## src/rtl/square_motion_ctrl.sv

```systemverilog
// square_motion_ctrl
// Synchronises and debounces four active-low push-buttons and moves the
// on-screen square once per frame, in vertical blanking. The square's
// top-left corner is clamped so the whole square stays on the panel.
//
// Frame sequencing (state is internal, signal "state"):
//   S_ACTIVE -> S_UPDATE on the 1->0 edge of i_vde
//   S_UPDATE -> S_BLANK  after one cycle (positions committed here)
//   S_BLANK  -> S_ACTIVE once i_vde returns to 1
module square_motion_ctrl #(
    parameter int H_RES     = 800,
    parameter int V_RES     = 480,
    parameter int SQ_SIZE   = 40,
    parameter int STEP      = 4,
    parameter int X_INIT    = 380,
    parameter int Y_INIT    = 220,
    parameter int DB_CYCLES = 33000,
    parameter int DB_W      = 16
) (
    input  logic       i_clk,
    input  logic       i_rst_n,
    input  logic       i_vde,
    input  logic       i_left,
    input  logic       i_right,
    input  logic       i_up,
    input  logic       i_down,
    output logic [9:0] o_sq_x,
    output logic [9:0] o_sq_y,
    output logic       o_update,
    output logic       o_moving
);

    localparam logic [1:0] S_ACTIVE = 2'd0;
    localparam logic [1:0] S_UPDATE = 2'd1;
    localparam logic [1:0] S_BLANK  = 2'd2;

    // 11-bit limits so add/subtract can never wrap the 10-bit positions
    localparam logic [10:0]     X_MAX   = 11'(H_RES - SQ_SIZE);
    localparam logic [10:0]     Y_MAX   = 11'(V_RES - SQ_SIZE);
    localparam logic [10:0]     STEP_V  = 11'(STEP);
    localparam logic [DB_W-1:0] DB_LAST = DB_W'(DB_CYCLES - 1);

    // Button vectors: bit 0 left, 1 right, 2 up, 3 down; 1 = released
    logic [3:0]      btn_raw;
    logic [3:0]      sync_a;
    logic [3:0]      sync_b;
    logic [3:0]      btn_deb;
    logic [DB_W-1:0] db_cnt [4];

    logic        vde_q;
    logic        fall;
    logic [1:0]  state;
    logic        pr_left, pr_right, pr_up, pr_down;
    logic [10:0] x_ext, y_ext, x_inc, y_inc;
    logic [9:0]  next_x, next_y;

    assign btn_raw  = {i_down, i_up, i_right, i_left};
    assign pr_left  = ~btn_deb[0];
    assign pr_right = ~btn_deb[1];
    assign pr_up    = ~btn_deb[2];
    assign pr_down  = ~btn_deb[3];
    assign fall     = vde_q & ~i_vde;

    // Two-flop synchroniser for the asynchronous buttons
    always_ff @(posedge i_clk or negedge i_rst_n) begin
        if (!i_rst_n) begin
            sync_a <= 4'hf;
            sync_b <= 4'hf;
        end else begin
            sync_a <= btn_raw;
            sync_b <= sync_a;
        end
    end

    // Per-button debounce: accept a change after DB_CYCLES stable mismatching cycles
    always_ff @(posedge i_clk or negedge i_rst_n) begin
        if (!i_rst_n) begin
            btn_deb <= 4'hf;
            for (int i = 0; i < 4; i++) db_cnt[i] <= '0;
        end else begin
            for (int i = 0; i < 4; i++) begin
                if (sync_b[i] == btn_deb[i]) begin
                    db_cnt[i] <= '0;
                end else if (db_cnt[i] == DB_LAST) begin
                    btn_deb[i] <= sync_b[i];
                    db_cnt[i]  <= '0;
                end else begin
                    db_cnt[i] <= db_cnt[i] + DB_W'(1);
                end
            end
        end
    end

    // One-cycle delayed vde for falling-edge detection; reset low so no false tick
    always_ff @(posedge i_clk or negedge i_rst_n) begin
        if (!i_rst_n) vde_q <= 1'b0;
        else          vde_q <= i_vde;
    end

    // Next position with clamping; opposing buttons cancel
    always_comb begin
        x_ext  = {1'b0, o_sq_x};
        y_ext  = {1'b0, o_sq_y};
        x_inc  = x_ext + STEP_V;
        y_inc  = y_ext + STEP_V;
        next_x = o_sq_x;
        next_y = o_sq_y;
        if (pr_left && !pr_right)
            next_x = (x_ext >= STEP_V) ? 10'(x_ext - STEP_V) : 10'd0;
        else if (pr_right && !pr_left)
            next_x = (x_inc <= X_MAX) ? 10'(x_inc) : 10'(X_MAX);
        if (pr_up && !pr_down)
            next_y = (y_ext >= STEP_V) ? 10'(y_ext - STEP_V) : 10'd0;
        else if (pr_down && !pr_up)
            next_y = (y_inc <= Y_MAX) ? 10'(y_inc) : 10'(Y_MAX);
    end

    // Frame FSM; positions, update pulse and moving flag load only in S_UPDATE
    always_ff @(posedge i_clk or negedge i_rst_n) begin
        if (!i_rst_n) begin
            state    <= S_ACTIVE;
            o_sq_x   <= 10'(X_INIT);
            o_sq_y   <= 10'(Y_INIT);
            o_update <= 1'b0;
            o_moving <= 1'b0;
        end else begin
            o_update <= 1'b0;
            case (state)
                S_ACTIVE: if (fall) state <= S_UPDATE;
                S_UPDATE: begin
                    o_sq_x   <= next_x;
                    o_sq_y   <= next_y;
                    o_update <= 1'b1;
                    o_moving <= (next_x != o_sq_x) || (next_y != o_sq_y);
                    state    <= S_BLANK;
                end
                S_BLANK:  if (i_vde) state <= S_ACTIVE;
                default:  state <= S_ACTIVE;
            endcase
        end
    end

endmodule

```

## config.mk

```make
export PLATFORM = sky130hd
export DESIGN_NAME = square_motion_ctrl
export DESIGN_NICKNAME = d
export VERILOG_FILES = /design/src/rtl/square_motion_ctrl.sv
export SDC_FILE = /design/constraint.sdc
export NUM_CORES = 1
export LEC_CHECK = 0
export CAP_MARGIN = 20
export CORE_ASPECT_RATIO = 0.5
export CORE_UTILIZATION = 55
export DETAILED_ROUTE_END_ITERATION = 8
export PLACE_DENSITY = 0.74
export SYNTH_ARGS = -nofsm -noshare
export SYNTH_HDL_FRONTEND = slang
export SYNTH_SLANG_ARGS = --single-unit
```

## constraint.sdc

```tcl
create_clock -name i_clk -period 6.14 [get_ports i_clk]
set_input_delay 1.228 -clock i_clk [delete_from_list [all_inputs] [get_ports i_clk]]
set_output_delay 1.228 -clock i_clk [all_outputs]
set_load 0.05 [all_outputs]
```

==> results <==
- The run finished with clean final reports.
- The path category of the worst min-delay check is flip-flop to flip-flop.
- The fraction of power spent switching nets is 28.1%.
- For the worst flop-to-flop path, the logic depth is 9.
- Setup repair after global routing left no endpoint under its margin.
- The share of async-settable or async-resettable flops after synthesis is 100%.
- The first-pass GRT wire length is 23.4 mm.
- The maximum buffer depth of the clock tree is 2.
- The standard-cell row count is 26.
- Headroom to the max-slew limit came out at 36.6%.
- For this design, the CTS-stage hold fixing added 0 buffers.
- The number of remaining DRC errors is 0.
- In this run, the number of DRC markers left after iteration 0 of detailed routing was 418.
- The final critical path takes up 52.8% of the cycle.
- In the synthesized netlist the dominant register cell turns out to be dfrtp_1.
- The peak supply drop is 150 uV.
- The pin count of the biggest net entering global routing is 58.
- Before antenna repair, the detailed router went through 7 iterations.
- Yosys attributes the largest share of cell area to dfrtp_1 (32%), dfstp_2 (10%), nor2_1 (5.9%), xor2_1 (5.6%), nand2_1 (4.6%).
- On the final layout, the worst hold slack is 358 ps.
- Gates resized during post-CTS repair numbered 0.
- For this block, the routed nets add up to 13.5 mm of wire.
- The transition at the pin with the smallest max-transition slack is 949 ps.
- The number of synthesized flops with an enable pin is 0.
- The clock tree from TritonCTS is done.
- The number of antenna violations at the first check in global routing is 0.
- After technology mapping, the gate count stands at 688.
- Combinational logic is responsible for 9.3% of the overall power.
- The final standard cell area without fillers is 6630 sq um.
- The post-route netlist has 8.25% of its cells at a drive strength greater than 1.
- The total number of clock tree sinks is 101.
- Between clock sinks in the finished design, the worst skew comes to 7.20 ps.
- The number of CTS-inserted buffers is 9.
- The final total negative setup slack is 0 ps.
- The mapped netlist covers 6060 sq um.
- The routability congestion estimate from global placement is 0.948.
- The number of antenna diodes in the final layout is 0.
- The critical setup path kind is flip-flop to output port.
- The number of hold violations in the final report is 0.
- The post-synthesis area per instance is 8.80 sq um.
- In this run the number of cells on the critical path is 1.
- The number of setup buffers added after CTS is 0.
- The capture instance of the worst register-to-register path is o_sq_y[8].
- Measured along the x axis, the die boundary spans 150 um.
- The critical path's slowest cell is clkdlybuf4s50_1.
- The H-tree was split into 3 levels.
- The most instantiated library cell after synthesis is nor2_1.
- The cell area after placement is 6330 sq um.
- For the worst setup path, the data required time is 4910 ps.
- The CTS root buffer is clkbuf_16.
- Power spread over the standard cell area amounts to 213 nW/um^2.
- The number of nets still failing antenna checks after routing is 0.
- The placed cell count is 815.
- The fraction of power consumed by sequential logic is 50.7%.
- Yosys printed 0 warnings.
- The layout overhead on the synthesized area is 9.38%.
- Internal power comes to 1020 uW.
- The fraction of post-synthesis cell area in the top cell type by area is 32.2%.
- The most critical setup path has its startpoint at o_sq_x[7].
- 29 I/O pins were placed.
- At the worst endpoint, the arrival time is 2020 ps.
- Across every metal layer, demand over resource in global routing totals 25.7%.
- Detailed placement ended at an HPWL of 8.96 mm.
- The non-filler instance count after layout is 831.
- In the routed layout, each cell is associated on average with a via count of 6.01.
- The time the final worst path needs with I/O delays and setup is 3240 ps.
- The final routed wire length divided by cell count is 16.3 um.
- Of the synthesized area, sequential elements account for 42.2%.
- Across all layers, the routed design uses 4995 vias.
- For the worst-skew pair, the clock arrives at the later sink with an insertion delay of 350 ps.
- The delay of the slowest cell on the worst path is 920 ps.
- Counting flops and latches in the post-synthesis netlist gives 101.
- Grouping stages by cell kind, the critical path spends the most delay in buffers and inverters.
- The clock network power share is 40.0%.
- The maximum fanout encountered on the critical timing path is 19.
- After floorplanning, the core was sized to cover 10400 sq um.
- The die span in y is 76.2 um.
- The timing-limited maximum frequency is 0.308 GHz.
- The number of global-route vias before repair is 4813.
- The combined buffer and inverter count along the critical path is 1.
- The startpoint type of the worst setup path is a flip-flop.
- Synthesis instantiated 67 different standard cells from the library.
- Once the floorplan was initialized, standard cells occupied 58.0% of the core.
- The total congestion overflow after global routing is 0.
- The number of input and output port buffers inserted is 28.
- The critical path goes through clkdlybuf4s50_1.
- The number of maximum-capacitance constraint violations is 0.
- The internal reg-to-reg setup slack is 2960 ps.
- The synthesized netlist net count is 707.
- The static leakage is 0.00271 uW.
- The power spent charging and discharging nets is 396 uW.
- The largest total area in the synthesized netlist belongs to dfrtp_1.
- The die covers 11500 sq um.
- STA classifies the critical path endpoint as an output port.
- Setup violations remaining at the end of the flow were counted as 0.
- The worst register-to-register path begins at o_sq_y[2].
- After synthesis, the most frequently instantiated cells are nor2_1 (95), dfrtp_1 (78), nand2_1 (75).
- The final layout contains 705 nets.
- The endpoint of the worst setup timing path is o_sq_x[7].
- The clock-pin slew of the registers on the worst-case setup and hold paths is 70 ps.
- The number of pins with negative max-slew slack in the final report came to 0.
[metal layers]
| metal | global-route usage (%) | vias to the layer above | part of all wire [%] |
|---|---|---|---|
| li1 | - | 2404 | - |
| met1 | 37.0 | 2396 | 47 |
| met2 | 39.2 | 177 | 44 |
| met3 | 5.75 | 18 | 7.3 |
| met4 | 6.46 | 0 | 1.3 |
| met5 | 0 | - | 0 |
[cells in the final DEF (no fill, tap or decap), types with 6 or more instances in the layout]
cell             netlist  layout
a21oi_1               23      23
and2_1                10      10
and3_1                23      23
clkbuf_16              0       9
clkdlybuf4s50_1        0      27
dfrtp_1               78      78
dfstp_2               23      23
ha_1                  12      12
inv_1                  7       7
mux2i_1                6       6
nand2_1               75      75
nand2b_1               8       8
nand3_1               38      38
nand4_1                9       9
nand4b_1               6       6
nor2_1                95      95
nor2b_1               20      20
nor3_1                19      19
nor4_1                 8       8
nor4b_1                6       6
o21ai_0               31      31
xnor2_1               22      22
xor2_1                39      39
[stage by stage]
step	total power (uW)	util [%]	worst slack (ps)
finish	1410	63.4	2900
global route	1470	63.4	2770
CTS	1420	63.4	2930
detailed placement	858	60.6	3040
global placement	856	60.6	3090
floorplan	809	-	3000
[how the worst min path moves through the flow]
stage / from / endpoint / cells after the start
6_report: sync_a[3] / sync_b[3] / 0
5_1_grt: sync_a[2] / sync_b[2] / 0
4_1_cts: sync_a[2] / sync_b[2] / 0
3_5_place_dp: sync_a[3] / sync_b[3] / 0
2_1_floorplan: sync_a[0] / sync_b[0] / 0
3_3_place_gp: sync_a[0] / sync_b[0] / 0
[registers in the layout, indices dropped and copies added, names as in the netlist]
register and flops:
btn_deb 4, db_cnt 64, o_moving 1, o_sq_x 10, o_sq_y 10, o_update 1
state 2, sync_a 4, sync_b 4, vde_q 1
[power groups by stage]
| stage | combinational [uW] | clock (uW) | sequential, uW |
|---|---|---|---|
| after floorplan | 74.9 | 0 | 734 |
| after global placement | 129 | 0 | 727 |
| after detailed placement | 131 | 0 | 728 |
| after CTS | 131 | 577 | 716 |
| after global routing | 145 | 608 | 720 |
| final | 131 | 565 | 717 |
[cells by family after synthesis]
| logic type | Yosys count | share of synthesized area, % |
|---|---|---|
| muxes | 12 | 2.15 |
| buffers and inverters | 50 | 3.57 |
| adders and majority gates | 12 | 2.48 |
| DFF | 101 | 42.2 |
| AOI/OAI and AO/OA | 117 | 13.3 |
| xor gates and xnor gates | 61 | 8.82 |
| and+or+nand+nor | 335 | 27.5 |
[cell type report]
type                       instances  area, sq um
fill                             862         3820
multi-input combinational        537         3280
sequential                       101         2560
timing repair buffer              29          285
clock buffer                       9          225
tap                              140          175
clock inverter                     7         68.8
inverter                           8         30.0
Note: power is estimated with default switching activity, not from simulation.
